File: src/rtl/ntt_pkg.sv
// Shared NTT constants, the coefficient type and the modular add/sub used by
// the butterfly completion stage.
package ntt_pkg;

  localparam int M       = 12289;
  localparam int M_WIDTH = 14;
  localparam int RED_LAT = 3;

  typedef logic [M_WIDTH-1:0] coeff_t;
  typedef logic [M_WIDTH:0]   wide_t;

  localparam wide_t M_W = wide_t'(M);

  // Packed pair so it can travel through a plain-vector FIFO unchanged.
  typedef struct packed {
    coeff_t x;
    coeff_t y;
  } bf_out_t;

  // x = (a+z) mod M, y = (a-z) mod M. The reducer may legally emit z == M,
  // which is folded to 0 first so both results land in [0, M-1].
  function automatic bf_out_t mod_addsub(coeff_t a, coeff_t z);
    wide_t   zn;
    wide_t   s;
    wide_t   d;
    bf_out_t r;
    zn  = ({1'b0, z} == M_W) ? '0 : {1'b0, z};
    s   = {1'b0, a} + zn;
    d   = {1'b0, a} - zn;
    r.x = (s >= M_W) ? coeff_t'(s - M_W) : coeff_t'(s);
    // Bit M_WIDTH is the sign of the difference since |a - z'| < 2^M_WIDTH.
    r.y = d[M_WIDTH] ? coeff_t'(d + M_W) : coeff_t'(d);
    return r;
  endfunction

endpackage

File: src/rtl/ntt_bf_addsub_if.sv
// Output stream of the butterfly stage.
// Handshake: the producer holds out_x/out_y stable while out_valid is high;
// a transfer happens on every rising clk edge where out_valid && out_ready.
// out_ready is ignored while out_valid is low.
interface ntt_bf_addsub_if;
  import ntt_pkg::*;

  coeff_t out_x;
  coeff_t out_y;
  logic   out_valid;
  logic   out_ready;

  modport master (output out_x, output out_y, output out_valid, input out_ready);
  modport slave  (input out_x, input out_y, input out_valid, output out_ready);

endinterface

File: src/rtl/ntt_sync_fifo.sv
// Single-clock show-ahead FIFO with occupancy count. A write while full is
// accepted only if a read happens in the same cycle; otherwise it is dropped.
module ntt_sync_fifo #(
  parameter int WIDTH = 28,
  parameter int DEPTH = 8,
  localparam int PTR_W = (DEPTH > 1) ? $clog2(DEPTH) : 1,
  localparam int CNT_W = $clog2(DEPTH) + 1
) (
  input  logic             clk,
  input  logic             rst_n,
  input  logic             i_wr,
  input  logic [WIDTH-1:0] i_wdata,
  input  logic             i_rd,
  output logic [WIDTH-1:0] o_rdata,
  output logic             o_full,
  output logic             o_empty,
  output logic [CNT_W-1:0] o_count
);

  logic [WIDTH-1:0] r_mem [DEPTH];
  logic [PTR_W-1:0] r_wr_ptr;
  logic [PTR_W-1:0] r_rd_ptr;
  logic [CNT_W-1:0] r_count;
  logic             w_wr_en;
  logic             w_rd_en;

  assign o_full  = (r_count == CNT_W'(DEPTH));
  assign o_empty = (r_count == '0);
  assign o_count = r_count;
  assign w_rd_en = i_rd && !o_empty;
  // When full, the slot being written is the head that is leaving this cycle.
  assign w_wr_en = i_wr && (!o_full || w_rd_en);
  // Head is forced to zero when empty so stale storage never shows.
  assign o_rdata = o_empty ? '0 : r_mem[r_rd_ptr];

  function automatic logic [PTR_W-1:0] ptr_inc(logic [PTR_W-1:0] p);
    return (p == PTR_W'(DEPTH - 1)) ? '0 : p + PTR_W'(1);
  endfunction

  // Storage array: written only on an accepted write, needs no reset.
  always_ff @(posedge clk) begin
    if (w_wr_en) r_mem[r_wr_ptr] <= i_wdata;
  end

  // Pointers and occupancy.
  always_ff @(posedge clk or negedge rst_n) begin
    if (!rst_n) begin
      r_wr_ptr <= '0;
      r_rd_ptr <= '0;
      r_count  <= '0;
    end else begin
      if (w_wr_en) r_wr_ptr <= ptr_inc(r_wr_ptr);
      if (w_rd_en) r_rd_ptr <= ptr_inc(r_rd_ptr);
      case ({w_wr_en, w_rd_en})
        2'b10:   r_count <= r_count + CNT_W'(1);
        2'b01:   r_count <= r_count - CNT_W'(1);
        default: r_count <= r_count;
      endcase
    end
  end

endmodule

File: src/rtl/ntt_bf_addsub.sv
// Butterfly completion: aligns coefficient a with the reducer output z,
// computes (a+z) mod M and (a-z) mod M, and buffers results in an output FIFO.
// The reducer cannot be stalled, so issue_stall tells the issue controller to
// stop early enough that everything already in flight still fits.
// FIFO_DEPTH must be at least LAT+3.
module ntt_bf_addsub
  import ntt_pkg::*;
#(
  parameter int LAT        = RED_LAT,
  parameter int FIFO_DEPTH = 8,
  localparam int LEVEL_W   = $clog2(FIFO_DEPTH) + 1
) (
  input  logic               clk,
  input  logic               rst_n,
  input  coeff_t             a_in,
  input  logic               a_valid,
  input  coeff_t             z_in,
  input  logic               z_valid,
  ntt_bf_addsub_if.master    out_if,
  output logic               issue_stall,
  output logic [LEVEL_W-1:0] level,
  output logic               overflow,
  output logic               align_err
);

  coeff_t             r_a_dly [LAT];
  logic [LAT-1:0]     r_v_dly;
  bf_out_t            r_res;
  logic               r_cv;
  logic               r_overflow;
  logic               r_align_err;
  bf_out_t            w_bf;
  bf_out_t            w_head;
  logic               w_rd;
  logic               w_full;
  logic               w_empty;
  logic [LEVEL_W-1:0] w_count;

  assign w_bf = mod_addsub(r_a_dly[LAT-1], z_in);

  // Delay line for {a, a_valid}; free-running so stage LAT-1 meets z_valid.
  always_ff @(posedge clk or negedge rst_n) begin
    if (!rst_n) begin
      for (int i = 0; i < LAT; i++) r_a_dly[i] <= '0;
      r_v_dly <= '0;
    end else begin
      r_a_dly[0] <= a_in;
      r_v_dly[0] <= a_valid;
      for (int i = 1; i < LAT; i++) begin
        r_a_dly[i] <= r_a_dly[i-1];
        r_v_dly[i] <= r_v_dly[i-1];
      end
    end
  end

  // Compute register, loaded whenever the reducer presents a result.
  always_ff @(posedge clk or negedge rst_n) begin
    if (!rst_n) begin
      r_cv  <= 1'b0;
      r_res <= '0;
    end else begin
      r_cv <= z_valid;
      if (z_valid) r_res <= w_bf;
    end
  end

  // Sticky error flags: dropped write, and z without a matching delayed a.
  always_ff @(posedge clk or negedge rst_n) begin
    if (!rst_n) begin
      r_overflow  <= 1'b0;
      r_align_err <= 1'b0;
    end else begin
      if (r_cv && w_full && !w_rd)          r_overflow  <= 1'b1;
      if (z_valid && !r_v_dly[LAT-1])       r_align_err <= 1'b1;
    end
  end

  assign w_rd = out_if.out_valid && out_if.out_ready;

  ntt_sync_fifo #(
    .WIDTH (2 * M_WIDTH),
    .DEPTH (FIFO_DEPTH)
  ) u_fifo (
    .clk     (clk),
    .rst_n   (rst_n),
    .i_wr    (r_cv),
    .i_wdata (r_res),
    .i_rd    (w_rd),
    .o_rdata (w_head),
    .o_full  (w_full),
    .o_empty (w_empty),
    .o_count (w_count)
  );

  assign out_if.out_valid = !w_empty;
  assign out_if.out_x     = w_head.x;
  assign out_if.out_y     = w_head.y;
  assign level            = w_count;
  // At most LAT+1 items can still land after stall rises: LAT in the delay
  // line plus one in the compute register.
  assign issue_stall      = (w_count >= LEVEL_W'(FIFO_DEPTH - LAT - 2));
  assign overflow         = r_overflow;
  assign align_err        = r_align_err;

endmodule

File: src/flat_wrapper.sv
// flat-port wrapper written by rule: the top's interface ports become plain ports
module ntt_bf_addsub_flat import ntt_pkg::*;
#(
  parameter int LAT        = RED_LAT,
  parameter int FIFO_DEPTH = 8,
  localparam int LEVEL_W   = $clog2(FIFO_DEPTH) + 1
)
  (clk, rst_n, a_in, a_valid, z_in, z_valid, issue_stall, level, overflow, align_err, out_if_out_x, out_if_out_y, out_if_out_valid, out_if_out_ready);
  ntt_bf_addsub_if out_if_i ();
  input  logic clk;
  input  logic rst_n;
  input  coeff_t a_in;
  input  logic a_valid;
  input  coeff_t z_in;
  input  logic z_valid;
  output logic issue_stall;
  output logic [LEVEL_W-1:0] level;
  output logic overflow;
  output logic align_err;
  output wire logic [$bits(out_if_i.out_x)-1:0] out_if_out_x;
  output wire logic [$bits(out_if_i.out_y)-1:0] out_if_out_y;
  output wire logic [$bits(out_if_i.out_valid)-1:0] out_if_out_valid;
  input wire logic [$bits(out_if_i.out_ready)-1:0] out_if_out_ready;
  assign out_if_out_x = out_if_i.out_x;
  assign out_if_out_y = out_if_i.out_y;
  assign out_if_out_valid = out_if_i.out_valid;
  assign out_if_i.out_ready = out_if_out_ready;
  ntt_bf_addsub #(.LAT(LAT), .FIFO_DEPTH(FIFO_DEPTH)) u_core (.clk(clk), .rst_n(rst_n), .a_in(a_in), .a_valid(a_valid), .z_in(z_in), .z_valid(z_valid), .out_if(out_if_i), .issue_stall(issue_stall), .level(level), .overflow(overflow), .align_err(align_err));
endmodule
File: config.mk
export PLATFORM = sky130hd
export DESIGN_NAME = ntt_bf_addsub_flat
export DESIGN_NICKNAME = d
export VERILOG_FILES = /design/src/rtl/ntt_pkg.sv /design/src/rtl/ntt_bf_addsub_if.sv /design/src/rtl/ntt_sync_fifo.sv /design/src/rtl/ntt_bf_addsub.sv /design/src/flat_wrapper.sv
export SDC_FILE = /design/constraint.sdc
export NUM_CORES = 1
export LEC_CHECK = 0
export CAP_MARGIN = 10
export CORE_MARGIN = 4
export CORE_UTILIZATION = 47
export CTS_BUF_LIST = sky130_fd_sc_hd__clkbuf_2 sky130_fd_sc_hd__clkbuf_4 sky130_fd_sc_hd__clkbuf_8
export CTS_CLUSTER_DIAMETER = 60
export DETAILED_ROUTE_END_ITERATION = 10
export SLEW_MARGIN = 20
export SYNTH_ARGS = -nofsm -noshare
export SYNTH_HDL_FRONTEND = slang
export SYNTH_SLANG_ARGS = --single-unit
File: constraint.sdc
create_clock -name clk -period 4.61 [get_ports clk]
set_input_delay 0.6915 -clock clk [delete_from_list [all_inputs] [get_ports clk]]
set_output_delay 0.6915 -clock clk [all_outputs]
set_load 0.1 [all_outputs]
==> results.md <==
- Cells after synthesis: 900
- Vias: 7866
- Sw Share: 42.0%
- Leak: 0.00601 uW
- Drt wl/cell: roughly 19 um
- Setup crit start kind: primary input
- Initial antenna violation count: 0
- Clock latency on the worst-skew pair: 570 ps
- Number of flops mapped to enable cells by yosys: 224
- Clock share of power: 22.0%
- Htree depth: 2
- Full die area: 31900 um2
- Critical path startpoint: z_in[4]
- DRC Markers: 0
- Multi-input gate area: 4530 um2
- Clock Skews: 26.4 ps
- Combinational Power Share: between 40 and 50%
- Reg-to-Reg Start: u_core.r_a_dly[5]
- Crit path kind: primary input to register
- Half-perimeter wire length after placement: 17600 um
- Pwr dens: 686 nW/um2
- Post-CTS Setup Repair Bufs: 0
- Endpoints failing setup: 0
- Arrival @ worst endpoint: ~4600 ps
- Post-placement cell area: 15100 um2
- GP Congestion: 0.881
- Post-route ant nets: 0
- First-pass GRT wire length: 44400 um
- Main synth FF type: edfxtp_1
- Ys Warns: 0
- Register area: between 8000 and 9000 um2
- Peak fanout along the critical path: 5
- TritonCTS clock tree: yes
- Total I/O pin count: 69
- Hold Violations, Final: 0
- Antenna diodes: 0
- Placed cell count: 1357
- Status: finished clean
- Commonest non-fill, non-tap cell in the layout: edfxtp_1
- Cts bufs inserted: 49
- Vias in the first global route: ~8000
- Fin crit period: between 4000 and 5000 ps
- Max Slew Vio Count: 0
- Post-DR vias/cell: ~5.4
- Synthesized Nets: roughly 980
- Largest net degree at the start of global routing: 52
- Final cell count without fillers: 1449
- GR Overflow Total: 0
- FP Rows: 62
- Layout area overhead: 17.7%
- Worst rel slew slack: about a third
- Port bufs: 68
- Max Cap Viol: 0
- Worst vdd ir: 0.414 mV
- Fin area: 16100 um2
- Overall power: 11000 uW
- RSZ-0062 raised after global routing: false
- Worst slew pin tran: 982 ps
- Drt first pass iters: 6
- Layout cells sized above 1: 24.9%
- Detailed Route WL: 27700 um
- Distinct cell type count after synthesis: slightly above 70
- Post-synth ARST share: ~28%
- Post-CTS sizing: 0
- Hold bufs inserted after CTS: 0
- Die width: 179 um
- Final setup TNS: 0 ps
- Internal power: 6400 uW
- Netlist Area Pre-Place: 13700 um2
- Commonest non-fill, non-tap cells in the layout: edfxtp_1 (224), dfrtp_1 (83), buf_4 (81)
- Hold WC Path Type: primary input to asynchronous set/reset pin
- Part of the cycle the worst path needs: 90.1%
- Core footprint: about 29000 um2
- Fin nets: 1100
- Switching power: roughly 4600 uW
- Synthesized flop and latch total: 310
- CP Data Required Time: 5060 ps
- Die span in y: approximately 180 um
- Starting Density: 47.7%
- Fmax: between 200 and 250 MHz
- Fin Hold WS: roughly 90 ps
- Synthesized area per cell: between 15 and 20 um2
- Sequential power share: between 30 and 40%
- CTS sink cnt: 310
- Clock transition at path regs: 60 ps
- Register area share after synthesis: 64.9%
- Clock root cell: clkbuf_8
- GRT Resource Usage Total: between 10% and 20%
- Fill count: 2376
- Max Buffers Root-to-Sink: 3
- Initial drt markers: about 600
- CP Capture Type: register
[routing by layer]
| metal | up-vias | GRT usage [%] | part of all wire, % |
|---|---|---|---|
| met4 | 0 | 4.45 | 1.5 |
| li1 | 3691 | - | - |
| met2 | 180 | 29.1 | 48 |
| met5 | - | 0 | 0 |
| met3 | 33 | 2.66 | 4.1 |
| met1 | 3962 | 25.8 | 47 |
[cells in the mapped netlist (3+ instances only)]
cell       count  share of area [%]
edfxtp_1     224                 49
dfrtp_1       86                 16
nor2_1        79                2.2
mux4_2        56                9.2
ha_1          40                3.7
clkbuf_1      38                1.0
inv_1         36               0.99
a21oi_1       35                1.3
mux2i_1       31                2.3
xnor2_1       23                1.5
nand2_1       21               0.58
nor3_1        21               0.77
xor2_1        17                1.1
o21ai_0       16               0.59
nand3_1       14               0.51
a31oi_1       12               0.55
and3_1        10               0.46
nand2b_1       9               0.41
nand4_1        9               0.41
a21o_1         7               0.38
mux2_2         7               0.58
buf_1          6               0.16
nor2b_1        6               0.27
o21a_1         6               0.33
or3_1          6               0.27
nor4_1         5               0.23
and4_1         4               0.26
buf_2          4               0.15
o2111ai_1      4               0.26
a2111o_1       3               0.25
a211o_1        3               0.19
a21oi_2        3               0.19
and2_1         3               0.14
fa_1           3               0.44
o211ai_1       3               0.16
o21bai_1       3               0.16
o311ai_0       3               0.19
o31ai_1        3               0.16
or2_2          3               0.14
[power by group through the flow]
stage          registers [uW]  logic (uW)  clock network [uW]
2_1_floorplan            4000        3550                   0
3_3_place_gp             4100        4600                   0
3_5_place_dp             4120        4620                   0
4_1_cts                  4070        4620                2500
5_1_grt                  4130        4830                2630
6_report                 4050        4570                2430
[state kept, by name, summed over array words and instances (netlist names)]
| signal | count |
|---|---|
| u_core.u_fifo.r_rd_ptr | 3 |
| u_core.align_err | 1 |
| u_core.r_a_dly | 42 |
| u_core.r_cv | 1 |
| u_core.r_res | 28 |
| u_core.overflow | 1 |
| u_core.u_fifo.r_mem | 224 |
| u_core.u_fifo.o_count | 4 |
| u_core.r_v_dly | 3 |
| u_core.u_fifo.r_wr_ptr | 3 |
[critical path, stage by stage]
cell             delay (ps)
clkdlybuf4s50_1         420
nor4b_1                 290
and4_1                  270
nand4_1                 120
and2_1                  190
ha_1                    210
fa_1                    390
nand2b_1                130
a2111oi_2               100
or4_4                   560
a31oi_4                 160
xnor2_1                 100
or2_4                   290
a21o_4                  210
a211o_1                 290
a31o_1                  200
[kinds of logic (layout without fill, tap and decap cells)]
group,count (synthesis),after routing,synth area share (%)
adder cells (fa/ha/maj),43,43,4.10
flip-flops,310,310,64.9
AND/OR/NAND/NOR,202,202,7.40
XOR/XNOR,40,40,2.56
multiplexers,94,94,12.1
AO/OA/AOI/OAI,125,125,6.60
buffers and inverters,86,251,2.41
[worst paths after layout]
kind / slack (ps) / depth (start not counted) / end
min in group clk: 340 / 0 / u_core.r_a_dly[23]
hold / removal: 90 / 1 / u_core.u_fifo.r_rd_ptr[0]
hold reg to reg: 340 / 0 / u_core.r_a_dly[23]
setup reg to reg: 1360 / 10 / u_core.r_res[7]
setup / recovery: 460 / 16 / u_core.r_res[26]
max in group asynchronous: 3500 / 2 / u_core.r_a_dly[21]
[per-stage QoR]
step,worst slack [ps],util (%)
2_1_floorplan,507,-
5_1_grt,155,56.1
4_1_cts,493,56.1
3_3_place_gp,-86.0,52.4
3_5_place_dp,-90.4,52.4
6_report,457,56.1
[cell type report]
type | instances | area share, %
clock buffer | 80 | 5.75
clock inverter | 12 | 0.792
multi-input combinational | 504 | 28.1
tap | 384 | 2.98
sequential | 310 | 55.2
inverter | 36 | 0.839
timing repair buffer | 123 | 6.36
No activity file was read; power rests on OpenSTA's default activity.
